File: src/rtl/ov5640_line_pkg.sv
// Shared definitions for the ov5640 line serializer and line collector.
package ov5640_line_pkg;

   localparam int unsigned DEF_LINE_W  = 320;
   localparam int unsigned DEF_ROWS    = 240;
   localparam int unsigned DEF_GAP_CYC = 2;

   typedef enum logic [1:0] {
      ST_IDLE  = 2'd0,
      ST_SHIFT = 2'd1,
      ST_GAP   = 2'd2
   } state_e;

   // Counter width for values 0..n-1, never narrower than one bit.
   function automatic int unsigned width_of(input int unsigned n);
      return (n <= 2) ? 1 : $clog2(n);
   endfunction

   localparam int unsigned COL_W = width_of(DEF_LINE_W);
   localparam int unsigned ROW_W = width_of(DEF_ROWS);

endpackage

File: src/rtl/line_serializer.sv
// Accepts a full binary line and feeds it to the filter one pixel per cycle,
// followed by a flush gap; counts rows and flags end of frame.
module line_serializer
   import ov5640_line_pkg::*;
#(
   parameter  int unsigned LINE_W  = DEF_LINE_W,
   parameter  int unsigned ROWS    = DEF_ROWS,
   parameter  int unsigned GAP_CYC = DEF_GAP_CYC,
   localparam int unsigned W_COL   = width_of(LINE_W),
   localparam int unsigned W_ROW   = width_of(ROWS)
) (
   input  logic              clk,
   input  logic              rst_n,
   input  logic              abort,
   input  logic [LINE_W-1:0] line_in,
   input  logic              line_valid,
   output logic              line_ready,
   output logic              pix_data,
   output logic              pix_valid,
   input  logic              pix_ready,
   output logic              pix_first,
   output logic              pix_last,
   output logic [W_COL-1:0]  col_idx,
   output logic [W_ROW-1:0]  row_idx,
   output logic              frame_done,
   output logic [1:0]        dbg_state
);

   localparam int unsigned      W_GAP    = width_of(GAP_CYC);
   localparam logic [W_COL-1:0] COL_LAST = W_COL'(LINE_W - 1);
   localparam logic [W_ROW-1:0] ROW_LAST = W_ROW'(ROWS - 1);
   localparam logic [W_GAP-1:0] GAP_LAST = W_GAP'(GAP_CYC - 1);

   state_e            r_state;
   state_e            w_next;
   logic [LINE_W-1:0] r_shift;
   logic [W_COL-1:0]  r_col;
   logic [W_ROW-1:0]  r_row;
   logic [W_GAP-1:0]  r_gap;
   logic              r_ready;
   logic              r_frame_end;
   logic              r_frame_done;
   logic              w_accept;
   logic              w_xfer;
   logic              w_line_end;
   logic              w_gap_end;
   logic              w_eol;

   // Both handshakes transfer on a rising edge where valid and ready are high;
   // a producer holding valid keeps its payload stable until that edge.
   assign w_accept   = line_valid && line_ready;
   assign w_xfer     = (r_state == ST_SHIFT) && pix_ready;
   assign w_line_end = w_xfer && (r_col == COL_LAST);
   assign w_gap_end  = (r_state == ST_GAP) && (r_gap == GAP_LAST);
   // First IDLE cycle after a line: ready_q is still low, end-of-line work happens here.
   assign w_eol      = (r_state == ST_IDLE) && !r_ready;

   always_ff @(posedge clk or negedge rst_n) begin
      if (!rst_n) r_state <= ST_IDLE;
      else        r_state <= w_next;
   end

   always_comb begin
      w_next = r_state;
      if (abort) begin
         w_next = ST_IDLE;
      end else begin
         case (r_state)
            ST_IDLE:  if (w_accept)   w_next = ST_SHIFT;
            ST_SHIFT: if (w_line_end) w_next = (GAP_CYC == 0) ? ST_IDLE : ST_GAP;
            ST_GAP:   if (w_gap_end)  w_next = ST_IDLE;
            default:                  w_next = ST_IDLE;
         endcase
      end
   end

   always_ff @(posedge clk or negedge rst_n) begin
      if (!rst_n) begin
         r_shift      <= '0;
         r_col        <= '0;
         r_row        <= '0;
         r_gap        <= '0;
         r_ready      <= 1'b0;
         r_frame_end  <= 1'b0;
         r_frame_done <= 1'b0;
      end else if (abort) begin
         r_col        <= '0;
         r_row        <= '0;
         r_gap        <= '0;
         r_ready      <= 1'b1;
         r_frame_end  <= 1'b0;
         r_frame_done <= 1'b0;
      end else begin
         r_frame_done <= w_eol && r_frame_end;
         if (w_eol) begin
            r_ready     <= 1'b1;
            r_frame_end <= 1'b0;
         end
         if (w_accept) begin
            r_shift <= line_in;
            r_col   <= '0;
            r_ready <= 1'b0;
         end
         if (w_xfer) begin
            r_shift <= r_shift >> 1;
            if (w_line_end) begin
               r_col       <= '0;
               r_gap       <= '0;
               r_row       <= (r_row == ROW_LAST) ? '0 : r_row + W_ROW'(1);
               r_frame_end <= (r_row == ROW_LAST);
            end else begin
               r_col <= r_col + W_COL'(1);
            end
         end
         if (r_state == ST_GAP) r_gap <= r_gap + W_GAP'(1);
      end
   end

   always_comb begin
      line_ready = r_ready && !abort;
      pix_valid  = (r_state == ST_SHIFT);
      pix_data   = (r_state == ST_SHIFT) && r_shift[0];
      pix_first  = (r_state == ST_SHIFT) && (r_col == '0);
      pix_last   = (r_state == ST_SHIFT) && (r_col == COL_LAST);
      col_idx    = r_col;
      row_idx    = r_row;
      frame_done = r_frame_done;
      dbg_state  = r_state;
   end

endmodule

File: config.mk
export PLATFORM = sky130hd
export DESIGN_NAME = line_serializer
export DESIGN_NICKNAME = d
export VERILOG_FILES = /design/src/rtl/ov5640_line_pkg.sv /design/src/rtl/line_serializer.sv
export SDC_FILE = /design/constraint.sdc
export NUM_CORES = 1
export LEC_CHECK = 0
export BUFFER_PORTS_ARGS = -buffer_cell sky130_fd_sc_hd__buf_2
export CAP_MARGIN = 40
export CORE_MARGIN = 2
export CORE_UTILIZATION = 54
export DETAILED_ROUTE_END_ITERATION = 12
export PLACE_DENSITY = 0.92
export SLEW_MARGIN = 15
export SYNTH_ARGS = -nofsm -noshare
export SYNTH_HDL_FRONTEND = slang
export SYNTH_SLANG_ARGS = --single-unit
File: constraint.sdc
create_clock -name clk -period 2.3 [get_ports clk]
set_input_delay 0.46 -clock clk [delete_from_list [all_inputs] [get_ports clk]]
set_output_delay 0.46 -clock clk [all_outputs]
set_load 0.05 [all_outputs]
# ---- Yosys cells after proc, flatten, opt, wreduce, memory -nomap -nowiden
# Cells that the tools add are included.
dict set report classes {
  addsub 3
  n_eq_ne 7
  muxes 27
  n_bitwise 1
  n_reduce_logical 25
}
# op n
set ops {}
lappend ops {{2-to-1 mux 320 bit} 2}
lappend ops {{2-to-1 mux 9 bit} 4}
lappend ops {{2-to-1 mux 8 bit} 4}
lappend ops {{2-to-1 mux 1 bit} 12}
lappend ops {{nonzero test 3 bit} 4}
lappend ops {{logical AND 1 bit} 10}
lappend ops {{adder 9 x 1 -> 9 bit (second input constant)} 1}
lappend ops {{== test 9 bit (second input constant)} 1}
lappend ops {{logical NOT 9 bit} 1}
lappend ops {{adder 8 x 1 -> 8 bit (second input constant)} 1}
lappend ops {{== test 8 bit (second input constant)} 1}
lappend ops {{2-to-1 mux 2 bit} 4}
lappend ops {{!= test 3 bit (second input constant)} 2}
lappend ops {{case mux 2 bit (3 select lines)} 1}
lappend ops {{AND reduction 2 bit} 3}
lappend ops {{nonzero test 2 bit} 3}
lappend ops {{!= test 3 x 2 -> 1 bit (second input constant)} 1}
lappend ops {{AND reduction 3 bit} 1}
lappend ops {{== test 2 x 1 -> 1 bit (second input constant)} 1}
lappend ops {{== test 2 bit (second input constant)} 1}
lappend ops {{logical NOT 1 bit} 2}
lappend ops {{logical NOT 2 bit} 1}
lappend ops {{adder 1 bit (second input constant)} 1}
lappend ops {{NOT 1 bit} 1}
dict set report word_totals {
  regBits 343
  inputBits 325
  output_inout_bits 25
  elab_cells 71
}

# ---- Depth between registers and ports, before layout
# Gate-level depths: netlist of run 1.
dict set report depth {
  ltp_word 7
  ltp_mapped 7
  depth_no_buf 5
}

# ---- Worst setup path after synthesis of run 1
# Ideal clock, no wire load.
dict set report synth_timing {
  kind {register -> output}
  start {reg r_state[0] (netlist: dbg_state[0])}
  end {out pix_first}
  arrival_ns 2.281
  setup_slack_ns -0.441
  path_stages_with_launch 4
  path_cell_list {dfrtp_1 > buf_2 > nor2b_1 > and3_1}
}
dict set report synth_between {
  elab_chain_len 2
}
# item line_no
set synth_rtl {}
lappend synth_rtl {{start: declaration} line_serializer.sv:34} ;# state_e r_state;
lappend synth_rtl {{start signal: assignment} line_serializer.sv:60} ;# else r_state <= w_next;
lappend synth_rtl {{== test 2 x 1 -> 1 bit} --}
lappend synth_rtl {{named net pix_valid} line_serializer.sv:19} ;# output logic pix_valid,
lappend synth_rtl {{logical AND 1 bit} line_serializer.sv:123} ;# pix_first = (r_state == ST_SHIFT) && (r_col == '0);
lappend synth_rtl {{end: declaration} line_serializer.sv:21} ;# output logic pix_first,
# The timed path passes the listed nets, and every way through them passes these cells.

# ---- Final worst setup path of run 1
dict set report layout_timing {
  start {reg r_col[7] (netlist: col_idx[7])}
  end {out pix_last}
}
dict set report layout_between {
  elab_chain_len 2
}
# item line_no
set layout_rtl {}
lappend layout_rtl {{start: declaration} line_serializer.sv:37} ;# logic [W_COL-1:0] r_col;
lappend layout_rtl {{start signal: assignment} line_serializer.sv:112} ;# r_col <= r_col + W_COL'(1);
lappend layout_rtl {{== test 9 bit} line_serializer.sv:124} ;# pix_last = (r_state == ST_SHIFT) && (r_col == COL_LAST);
lappend layout_rtl {{logical AND 1 bit} line_serializer.sv:124}
lappend layout_rtl {{end: declaration} line_serializer.sv:22} ;# output logic pix_last,
# Every way passes these cells.

==> results of run 1 <==
## kinds of logic (layout without fill, tap and decap cells)
group / Yosys count / in the layout
AO/OA/AOI/OAI: 362 / 362
XOR/XNOR: 1 / 1
adder cells (fa/ha/maj): 3 / 3
buffers and inverters: 154 / 473
flip-flops: 343 / 343
multiplexers: 1 / 1
other: 0 / 4
AND/OR/NAND/NOR: 1026 / 1026
## cells in the final DEF, fill, tap and decap left out, types with 2 or more instances in the layout
cell type / instances
a21oi_1: 15
a31oi_1: 322
and2_1: 4
and3_1: 2
buf_12: 26
buf_2: 346
buf_4: 24
buf_6: 2
bufinv_16: 2
clkbuf_1: 6
clkbuf_16: 39
clkbuf_8: 14
clkinv_2: 3
clkinv_8: 2
dfrtp_1: 340
dfrtp_2: 3
diode_2: 4
ha_1: 2
inv_1: 5
nand2_1: 655
nand2b_1: 3
nand3_1: 4
nand4_1: 3
nor2_1: 325
nor3_1: 4
o21a_1: 2
o21ai_0: 13
o31a_1: 2
or2_2: 2
or3_1: 2
or3b_1: 2
or4_1: 4
## state kept, by name (all words and copies together) (netlist names)
name         cells
frame_done       1
r_frame_end      1
col_idx          9
r_shift        320
r_gap            1
dbg_state        2
r_ready          1
row_idx          8
## cell type report
class / count / area (um^2)
diodes: 4 / 10.0
clock buffers: 59 / 1190
clock inverters: 8 / 119
fillers: 2021 / 8750
inverters: 6 / 22.5
multi-input cells: 1393 / 6370
flip-flops and latches: 343 / 8590
well taps: 378 / 473
repair buffers: 400 / 2480
## cells in the mapped netlist, types with 2 or more instances
library cell	count
nand2_1	656
dfrtp_1	343
nor2_1	325
a31oi_1	322
clkbuf_1	145
a21oi_1	16
o21ai_0	13
inv_1	6
nor3_1	5
and2_1	4
nand3_1	4
or4_1	4
and3_1	3
buf_2	3
ha_1	3
nand2b_1	3
nand4_1	3
nor2b_1	2
o21a_1	2
o31a_1	2
or2_2	2
or3_1	2
or3b_1	2
## through the flow
stage               util [%]  total power [uW]
floorplan                  -              9710
global placement        63.7             10600
detailed placement      63.7             10800
CTS                     68.6             17100
global route            68.7             17900
finish                  68.7             17000
## layer usage
metal | up-vias | global-route usage, % | wire, um
li1 | 6919 | - | -
met1 | 6965 | 34.8 | 16400
met2 | 679 | 45.6 | 20200
met3 | 147 | 5.18 | 2950
met4 | 8 | 11.8 | 1710
met5 | - | 0 | 56
## timing repair
item	4_1_cts	5_1_grt
buffers inserted	2	0
endpoints found under the setup margin	2	2
hold buffers	1	0
endpoints found under the hold margin	56	0
resized for setup	6	7
gates cloned	0	0
## path summary, 6_finish.rpt
path,from,to
max,col_idx[7]$_DFFE_PN0P_,pix_last
min,line_in[212],r_shift[212]$_DFFE_PN0P_
max reg2reg,col_idx[7]$_DFFE_PN0P_,row_idx[4]$_DFFE_PN0P_
min reg2reg,r_frame_end$_DFF_PN0_,frame_done$_DFF_PN0_
max in group asynchronous,rst_n,r_shift[182]$_DFFE_PN0P_
min in group asynchronous,rst_n,col_idx[0]$_DFFE_PN0P_
## power by group through the flow
stage,logic [uW],registers (uW),clock network (uW)
after floorplan,1850,7860,0
after CTS,2800,7960,6340
after global placement,2610,7970,0
after global routing,3180,8110,6580
after detailed placement,2760,8050,0
final,2790,7980,6250
## critical path: cells and delay by family (launching register included)
kind                   cells  cell delay, ps
DFF                        1             400
and+or+nand+nor            3             720
buffers and inverters      1             160
==> impl_summary.md, run 1 <==
Outcome
The run finished with clean final reports.

Timing
The time the final worst path needs with I/O delays and setup is 2240 ps. The maximum frequency from static timing analysis is 446 MHz. On the final layout, the worst hold slack is 185 ps.

Setup repair after global routing left no endpoint under its margin. The period utilization is 97.6%. The clock skew is 22.2 ps.

The transition time at the pin with the least slew margin is 777 ps. The number of endpoints with negative hold slack in the final report is 0. The total negative slack for setup checks is 0 ps. The number of setup violations in the final report is 0. The max-slew violation total from the final report was 0. The relative slew slack is 48.2%. Setup slack on the critical path of the routed design comes to 56.3 ps.

Logic synthesis
After synthesis, the cell types taking the most area are dfrtp_1 (55%), nand2_1 (16%), a31oi_1 (13%), nor2_1 (7.9%), clkbuf_1 (3.5%). The number of distinct library cells after synthesis is 43. Synthesis inferred 343 register bits. The fraction of post-synthesis cell area in the top cell type by area is 55.5%. The Yosys step of the flow raised 0 warnings. The synthesized netlist devotes 14.6% of its cell area to compound gates. The synthesized netlist devotes 0.0566% of its cell area to XOR and XNOR gates.

Averaged over all synthesized cells, the footprint is 8.19 um^2. The synthesized netlist devotes 0.243% of its cell area to adder and majority cells. The cell area that synthesis handed to floorplanning was 15,500 um^2. Of the synthesized area, sequential elements account for 55.5%.

After Yosys synthesis, and, or, nand and nor cells account for 25.9% of the synthesized area. In the synthesized netlist the async set-or-reset flop fraction comes to 100%. The post-synthesis cell count is 1,890. The most area-hungry cell type in the Yosys netlist is dfrtp_1. The net count after synthesis is 2,218.

In the synthesized netlist the dominant register cell turns out to be dfrtp_1. The number of enable flip-flop cells after synthesis is 0. By area, the combinational part of the netlist is dominated by simple AND/OR/NAND/NOR gates. The multiplexer fraction of the synthesized cell area is 0.0647%.

Global routing
The wire length of the first global-routing pass is 68,600 um. The initial antenna violation count is 6. The overall fraction of global-route tracks in use is 27.2%. The number of global-route vias before repair is 14,400. Entering global routing, the biggest net connects 167 pins. The overall overflow remaining after global route is 0.

Route
In the routed design, unresolved DRC markers number 0. After the first detailed-routing iteration, the DRC count stood at 1,370. The routed layout has 14,700 vias. The count of nets left with antenna violations once routing finished came out at 0.

The post-detailed-route wirelength per cell is 16.0 um. The routed via count divided by cell count is 5.68. The detailed-router iteration count before antenna repair is 8.

Summed over all layers, the routed wires come to 41,400 um.

Power and ir drop
Sequential cells burn 46.9% of the power. The net switching fraction of the power is 27.8%. The net switching component of the power is 4740 uW. The total power density per cell area is 884 nW/um^2. The proportion of power drawn by the clock network is 36.7%. The analysis attributes to cell leakage a power of 0.00889 uW. Cell internal power was estimated by the tool at 12,300 uW. VDD sags by at most 556 uV. Of the total power, combinational logic draws 16.4%.

Min path
Along the worst hold path, the cell count comes to 3. In this run the worst hold path is classified as input port to register.

Final layout
Summing all non-filler instances in the final layout gives an area of 19,300 um^2. The net count of the finished layout is 2,510. The final standard cell count with taps included and fillers excluded is 2,591. Of the cells placed in the final design, the portion with a size suffix greater than 1 is 21.7%. Compared with the post-synthesis result, the final layout area differs by 24.4%.

CTS
TritonCTS built the clock tree. Clock-pin slew was measured on the worst setup and hold paths at 60 ps. The total CTS buffers is 38. The cell at the root of the clock tree is clkbuf_16. In this run the deepest clock path goes through 3 buffers.

The TritonCTS sink count is 343. The number of levels the H-tree was split into is 2. The clock network latency to the later pin of the worst-skew pair is 520 ps.

Setup path
The data arrival time of the critical path is 1780 ps. Among all stages on the critical path, the largest delay is contributed by dfrtp_1. The maximum fanout along the worst path is 5. By startpoint and endpoint, the worst setup path is classified as register to output pin.

The largest incremental delay on the critical path is 400 ps. Measured in cells, the most critical reg-to-reg path has a length of 4. The startpoint type of the worst setup path is a register. The worst-case register-to-register setup slack is 180 ps. Traced cell by cell, the critical path runs through or2_4 -> nor4_4 -> and2_1 -> buf_6. The critical path required time is 1840 ps. The capturing element type of the critical path is an output pin.

Placed design
OpenSTA, run right after detailed placement, puts the worst setup slack at 168 ps. The post-detailed-placement half-perimeter wirelength is 27,300 um. The total placed cells including tap cells is 2,517.

The number of port buffers is 349. The placed standard-cell area is 17,900 um^2. At the end of routability-driven placement, the weighted congestion stood at 0.859.

Floorplanning
The die is 173 um wide. The die covers 30,000 um^2. The I/O pin count is 350.

The placeable core region is 28,000 um^2. The vertical die dimension is 173 um. The initial standard-cell utilization of the core is 55.2%.

Row generation in the floorplan step produced 61 rows.

Job
Across the run, the number of max-cap violations was 0.
No activity file was read; power rests on OpenSTA's default activity.
==> run 2: changes to the inputs <==
- clock period: 2.3 -> 2.35 ns (I/O delays scaled with it)
==> run 2 against run 1 <==
  * Sequential share of layout area is 0.32 points higher
  * Count of clock-buffer cells in the layout down 2
  * Register-to-register slack better by 50 ps
  * Clock skew down 8.5 ps
  * Hold slack better by 31 ps
  * First-iteration DRC count increased by 9.7%
  * Largest cell class unchanged
  * Worst setup slack lost 30 ps
  * Routed wire length is 2.2% lower
==> impl_summary.md, run 2 (synthesis gave the netlist of run 1 again) <==
Setup path
The capturing element type of the critical path is an output pin. The worst-case register-to-register setup slack came to 230 ps (+50 ps). Following the worst setup path forward leads to its endpoint at pix_first. The data arrival time of the critical path is 1850 ps (+70 ps).

The startpoint type of the worst setup path is a register. The number of stages on the worst setup path is 5 (+1). The most critical setup path has its startpoint at col_idx[0]$_DFFE_PN0P_. The slowest stage of the critical path belongs to the cell dfrtp_2. The critical path required time is 1880 ps (+40 ps).

The critical register-to-register path endpoint is row_idx[0]$_DFFE_PN0P_. In this run the critical register-to-register path is launched from col_idx[6]$_DFFE_PN0P_. The count of buffering cells on the critical path with inverters included came to 2 (+1). The maximum fanout along the worst path is 5 (unchanged). The setup path with the least slack is of type register to output pin. The largest incremental delay on the critical path came to 450 ps (+50 ps). The kind of cell with the highest combined delay along the critical path is simple AND/OR/NAND/NOR gates. The depth of the worst register-to-register path is 5 (+1).

The critical path goes through inv_1 -> ha_1 -> nor4b_2 -> and3_2 -> buf_6.

Timing
The relative slew slack is 49.0% (+0.86 points). The max-slew violation total from the final report was 0 (unchanged). Setup repair after global routing could not meet its margin everywhere. The total negative slack for setup checks is 0 ps (unchanged). The minimum setup slack in the final design was 26.0 ps (-30.3 ps). The time the final worst path needs with I/O delays and setup is 2320 ps. In the finished design, the share of the clock period the worst path needs comes to 98.9%. Based on the critical path, the design can be clocked at up to 430 MHz. The number of endpoints with negative hold slack in the final report is 0 (unchanged). The number of setup violations in the final report was 0 (unchanged). The worst hold slack is 216 ps (+31.3 ps). The transition time at the pin with the least slew margin came to 765 ps (-12.9 ps). The clock skew is 13.7 ps (-8.54 ps).

Global routing
The maximum number of pins on one net before global-route repair is 172 (+3.0%). The overall fraction of global-route tracks in use was 26.4% (-0.84 points). The number of global-route vias before repair is 14,000 (-3.2%). The wire length of the first global-routing pass is 66,300 um (-3.3%). The overall overflow remaining after global route was 0 (unchanged). The initial antenna violation count was 4 (-2).

Final layout
The library cells used most frequently in the layout, excluding fill and tap cells, are nand2_1 (656), buf_2 (346), dfrtp_1 (340). The post-layout utilization of the core is 68.3% (-0.49 points). The commonest non-fill, non-tap cell in the layout is nand2_1. The number of flip-flops under the largest register name is 320 (unchanged). The layout cell share with drive strength beyond 1 is 21.1% (-0.59 points). The register ranked first by flip-flop count is r_shift. The net count of the finished layout came to 2,502 (-0.32%). The post-synthesis to final-layout area growth is 23.6%.

Route
The detailed-router iteration count before antenna repair is 9 (+1). The aggregate routed wire length is 40,400 um (-2.2%). The via count of the routed design is 14,600 (-0.62%). The residual DRC count was 0 (unchanged). The post-detailed-route wirelength per cell is 15.7 um (-1.8%). The final antenna-violating net count was 0 (unchanged). The routed via count divided by cell count is 5.67 (-0.16%). The number of design-rule violations left by the first detailed-router iteration is 1,503 (+9.7%).

Placed design
The final weighted congestion in routability-driven placement is 0.877 (+2.1%). The placement-stage worst setup slack came to 233 ps (+64.9 ps). The post-detailed-placement half-perimeter wirelength is 26,700 um (-2.3%).

The number of port buffers is 349 (unchanged).

Outcome
The run finished with clean final reports.

Floorplanning
The die boundary width is 173 um (unchanged). The vertical die dimension was 173 um (unchanged). The I/O pin count was 350 (unchanged).

The initial standard-cell utilization of the core is 55.2% (unchanged). The placeable core region is 28,000 um^2 (unchanged). The die outline area is 30,000 um^2 (unchanged). The number of standard-cell rows in the floorplan is 61 (unchanged).

Min path
The worst hold-check path type is input port to register. In this run the most critical hold path is launched from line_in[277].

Power and ir drop
The worst-case vdd ir drop is 578 uV (+3.9%). The overall power is 16,700 uW (-1.7%). The total power density per cell area came to 875 nW/um^2 (-1.0%). The reported leakage power was 0.00884 uW (-0.66%).

CTS
The maximum number of buffers from clock root to sink is 3 (unchanged). The total CTS buffers was 38 (unchanged). The TritonCTS sink count was 343 (unchanged).

The number of levels the H-tree was split into was 2 (unchanged). The cell at the root of the clock tree is clkbuf_16. TritonCTS built the clock tree.

The clock edge transition at the registers on the reported setup and hold paths is 60 ps (about the same). The clock network latency to the later pin of the worst-skew pair is 500 ps (-20 ps).

Job
The count of maximum capacitance violations came to 0 (unchanged).
[run 2: cell count changes in the layout (fill, tap and decap cells not counted), sizes merged]
cell	previous run	this run
inv	7	6
bufinv	2	5
clkbuf	59	57
buf	399	391
clkinv	5	4
diode	4	1
[run 2: repair_timing]
item,in CTS,in global routing
resized for setup,6,8
setup buffers,0,3
pin swaps,0,2
endpoints found under the hold margin,33,0
endpoints found under the setup margin,2,2
hold buffers,1,0
[run 2: worst min-delay path by stage]
stage | to | slack [ps] | depth (start not counted)
after floorplan | col_idx[0]$_DFFE_PN0P_ | 170 | 0
after global placement | col_idx[2]$_DFFE_PN0P_ | 380 | 1
after detailed placement | row_idx[6]$_DFFE_PN0P_ | 380 | 1
after CTS | r_shift[13]$_DFFE_PN0P_ | 200 | 3
after global routing | r_shift[15]$_DFFE_PN0P_ | 200 | 3
final | r_shift[277]$_DFFE_PN0P_ | 220 | 3
[run 2: area by class of cell]
cell class | instances | area (um^2)
inverter | 6 | 22.5
multi-input combinational | 1393 | 6370
clock buffer | 57 | 1150
fill | 2088 | 8890
sequential | 343 | 8590
clock inverter | 9 | 170
antenna | 1 | 2.50
timing repair buffer | 392 | 2350
tap | 378 | 473
[run 2: routing by layer]
metal	track usage (%)	share of wire [%]	vias to the layer above
met5	0	0.057	-
met3	4.85	7.3	131
met2	43.3	48	660
met4	11.1	4.1	4
li1	-	-	6889
met1	34.8	40	6943
[run 2: through the flow]
step | instance area [um^2] | instances
2_1_floorplan | 15500 | 1890
6_report | 19100 | 2579
4_1_cts | 19100 | 2575
5_1_grt | 19100 | 2579
3_3_place_gp | 17700 | 2508
3_5_place_dp | 17700 | 2508
[run 2: worst min-delay path: stages]
cell and delay, ps:
buf_2 90, nand2_1 40, a31oi_1 70
[run 2: report_power, final]
group | internal, uW | total, uW | switching [uW] | leakage (uW)
clock network | 3910 | 6210 | 2300 | 0.000647
logic | 1160 | 2700 | 1540 | 0.00434
registers | 7120 | 7820 | 697 | 0.00384
total | 12200 | 16700 | 4540 | 0.00884
==> run 3: changes to the inputs <==
- REMOVE_ABC_BUFFERS: not set -> 1
==> run 3 against run 2 <==
  * Flip-flop and latch count unchanged
  * Register-to-register slack worse by 50 ps
  * Design area down 0.77%
  * Worst setup slack better by 37 ps
  * Count of clock-buffer cells in the layout down 8
  * Cell count up 0.35%
  * Sequential power about the same
  * Via count up 0.61%
  * Largest power group unchanged
==> impl_summary.md, run 3 (synthesis gave the netlist of run 1 again) <==
Route
The detailed-router iteration count before antenna repair is 6 (-3). The via count of the routed design was 14,700 (+0.61%). The residual DRC count is 0 (unchanged). The final antenna-violating net count is 0 (unchanged). The aggregate routed wire length came to 42,400 um (+4.9%). The routed via count divided by cell count was 5.69 (+0.26%). The post-detailed-route wirelength per cell is 16.4 um (+4.5%). The number of design-rule violations left by the first detailed-router iteration was 1,727 (+15%).

CTS
The clock network latency to the later pin of the worst-skew pair is 500 ps (about the same). The clock edge transition at the registers on the reported setup and hold paths is 60 ps (about the same). The number of levels the H-tree was split into is 2 (unchanged). The TritonCTS sink count was 343 (unchanged). The total CTS buffers is 37 (-2.6%). TritonCTS built the clock tree. In this run the clock root is driven by a clkbuf_16. The maximum number of buffers from clock root to sink is 3 (unchanged).

Setup path
The critical path required time is 1880 ps (about the same). The worst setup path is of the register to output pin kind. The depth of the worst register-to-register path was 5 (unchanged).

The largest incremental delay on the critical path is 440 ps (about the same). The critical register-to-register path endpoint is row_idx[3]$_DFFE_PN0P_. The capturing element type of the critical path is an output pin. The beginning of the worst register-to-register path is col_idx[7]$_DFFE_PN0P_.

The maximum fanout along the worst path is 6 (+1). STA classifies the critical path startpoint as a register. The worst-case register-to-register setup slack was 180 ps (-50 ps). Walking the worst path, the cells encountered are or2_4 -> nor3_1 -> and3_4 -> buf_6. The slowest cell on the critical path is dfrtp_2. The data arrival time of the critical path is 1820 ps (-30 ps).

Placed design
The placed standard-cell area is 17,700 um^2 (+0.16%). The number of port buffers is 349 (unchanged). The post-detailed-placement half-perimeter wirelength was 27,900 um (+4.5%).

The final weighted congestion in routability-driven placement came to 0.890 (+1.5%). The total placed cells including tap cells is 2,513 (+0.20%).

Floorplanning
The I/O pin count is 350 (unchanged). The vertical die dimension is 173 um (unchanged). The initial standard-cell utilization of the core is 55.2% (unchanged). The die boundary width was 173 um (unchanged). The die outline area is 30,000 um^2 (unchanged). The number of standard-cell rows in the floorplan is 61 (unchanged). The placeable core region is 28,000 um^2 (unchanged).

Final layout
Counting flops per register, the top entry is r_shift. The layout cell share with drive strength beyond 1 is 21.3% (+0.22 points). Compared with the post-synthesis result, the final layout area differs by 22.6%. The net count of the finished layout is 2,508 (+0.24%).

The final cell area excluding filler cells was 19,000 um^2 (-0.77%). The final standard cell count with taps included and fillers excluded came to 2,588 (+0.35%). Leaving out fill and tap cells, the most frequent cell in the layout is nand2_1. The number of flip-flops under the largest register name is 320 (unchanged).

In the layout the commonest cells are nand2_1 (656), buf_2 (346), dfrtp_1 (341).

Power and ir drop
The total power density per cell area came to 849 nW/um^2 (-2.9%). The net switching component of the power is 4620 uW (+1.9%). The part of the power in combinational logic is 17.0% (+0.9 points). The proportion of power drawn by the clock network came to 34.4% (-2.7 points).

The proportion of power drawn by flip-flops and latches came to 48.6% (+1.9 points). The worst-case vdd ir drop was 656 uV (+14%). The net switching fraction of the power is 28.7% (+1.6 points). The reported leakage power came to 0.00879 uW (-0.54%). The cell internal power dissipation is 11,500 uW (-5.8%).

Timing
The transition time at the pin with the least slew margin is 895 ps (+131 ps). The total negative slack for setup checks is 0 ps (unchanged). The clock skew is 13.4 ps (-0.335 ps). The maximum frequency from static timing analysis is 437 MHz (+1.6%). The relative slew slack is 40.3% (-8.7 points). The max-slew violation total from the final report is 0 (unchanged).

The period utilization is 97.3% (-1.6 points). The worst hold slack is 216 ps (-0.203 ps). The time the final worst path needs with I/O delays and setup is 2290 ps (-36.5 ps). Setup repair after global routing left no endpoint under its margin. The number of setup violations in the final report is 0 (unchanged). The number of endpoints with negative hold slack in the final report is 0 (unchanged).

Min path
The start point of the worst min-delay path is line_in[284]. The worst-case hold path end point is r_shift[284]$_DFFE_PN0P_. The hold path depth came to 3 (unchanged). The worst hold-check path type is input port to register.

Job
The count of maximum capacitance violations was 0 (unchanged).

Global routing
The number of global-route vias before repair is 14,000 (-0.0072%). The overall overflow remaining after global route is 0 (unchanged). The overall fraction of global-route tracks in use is 27.4% (+1.0 points). The initial antenna violation count is 8 (+4). The maximum number of pins on one net before global-route repair is 182 (+5.8%). The wire length of the first global-routing pass is 68,000 um (+2.5%).

Outcome
The flow ran to the end, and the final reports show no timing, DRC or antenna violations.
-- run 3: how the worst max path moves through the flow --
| stage | startpoint | to | slack (ps) | cells past startpoint |
|---|---|---|---|---|
| 2_1_floorplan | dbg_state[0]$_DFFE_PN0P_ | r_shift[319]$_DFFE_PN0P_ | -24790 | 3 |
| 3_3_place_gp | pix_ready | row_idx[0]$_DFFE_PN0P_ | 290 | 6 |
| 3_5_place_dp | pix_ready | row_idx[3]$_DFFE_PN0P_ | 190 | 6 |
| 4_1_cts | col_idx[6]$_DFFE_PN0P_ | pix_last | 4 | 4 |
| 5_1_grt | col_idx[0]$_DFFE_PN0P_ | pix_first | 2 | 5 |
| 6_report | col_idx[7]$_DFFE_PN0P_ | pix_first | 60 | 4 |
-- run 3: worst max-delay path, delay by kind of cell, from the launching register on --
kind | cells | cell delay (ps)
and+or+nand+nor | 3 | 720
DFF | 1 | 440
buffers and inverters | 1 | 150
-- run 3: layout make-up --
| type | count | area, um^2 |
|---|---|---|
| antenna | 5 | 12.5 |
| clock buffer | 49 | 1030 |
| clock inverter | 15 | 109 |
| fill | 2116 | 9040 |
| inverter | 6 | 22.5 |
| multi-input combinational | 1393 | 6340 |
| sequential | 343 | 8590 |
| tap | 378 | 473 |
| timing repair buffer | 399 | 2400 |
-- run 3: timing repair --
item | in CTS | in global routing
endpoints found under the setup margin | 2 | 3
pin swaps | 1 | 0
buffers inserted | 0 | 5
endpoints found under the hold margin | 43 | 0
resized for setup | 6 | 4
hold buffers | 1 | 0
gates cloned | 0 | 0
-- run 3: per-stage QoR --
step	power [uW]	setup WS, ps	util (%)
after floorplan	10300	-24790	-
final	16100	62.5	67.7
after CTS	16100	4.44	67.5
after global routing	16900	1.59	67.7
after detailed placement	10600	188	63.3
after global placement	10400	289	63.3
-- run 3: power by group through the flow --
stage	clock [uW]	combinational (uW)	sequential [uW]
6_report	5530	2740	7830
5_1_grt	5870	3090	7960
4_1_cts	5600	2740	7810
3_5_place_dp	0	2690	7900
3_3_place_gp	0	2550	7820
2_1_floorplan	0	2480	7790
-- run 3: routing by layer --
metal	track usage, %	wire length (um)
met1	36.3	17100
met2	44.8	20500
met3	5.92	3510
met4	9.96	1290
met5	0	38
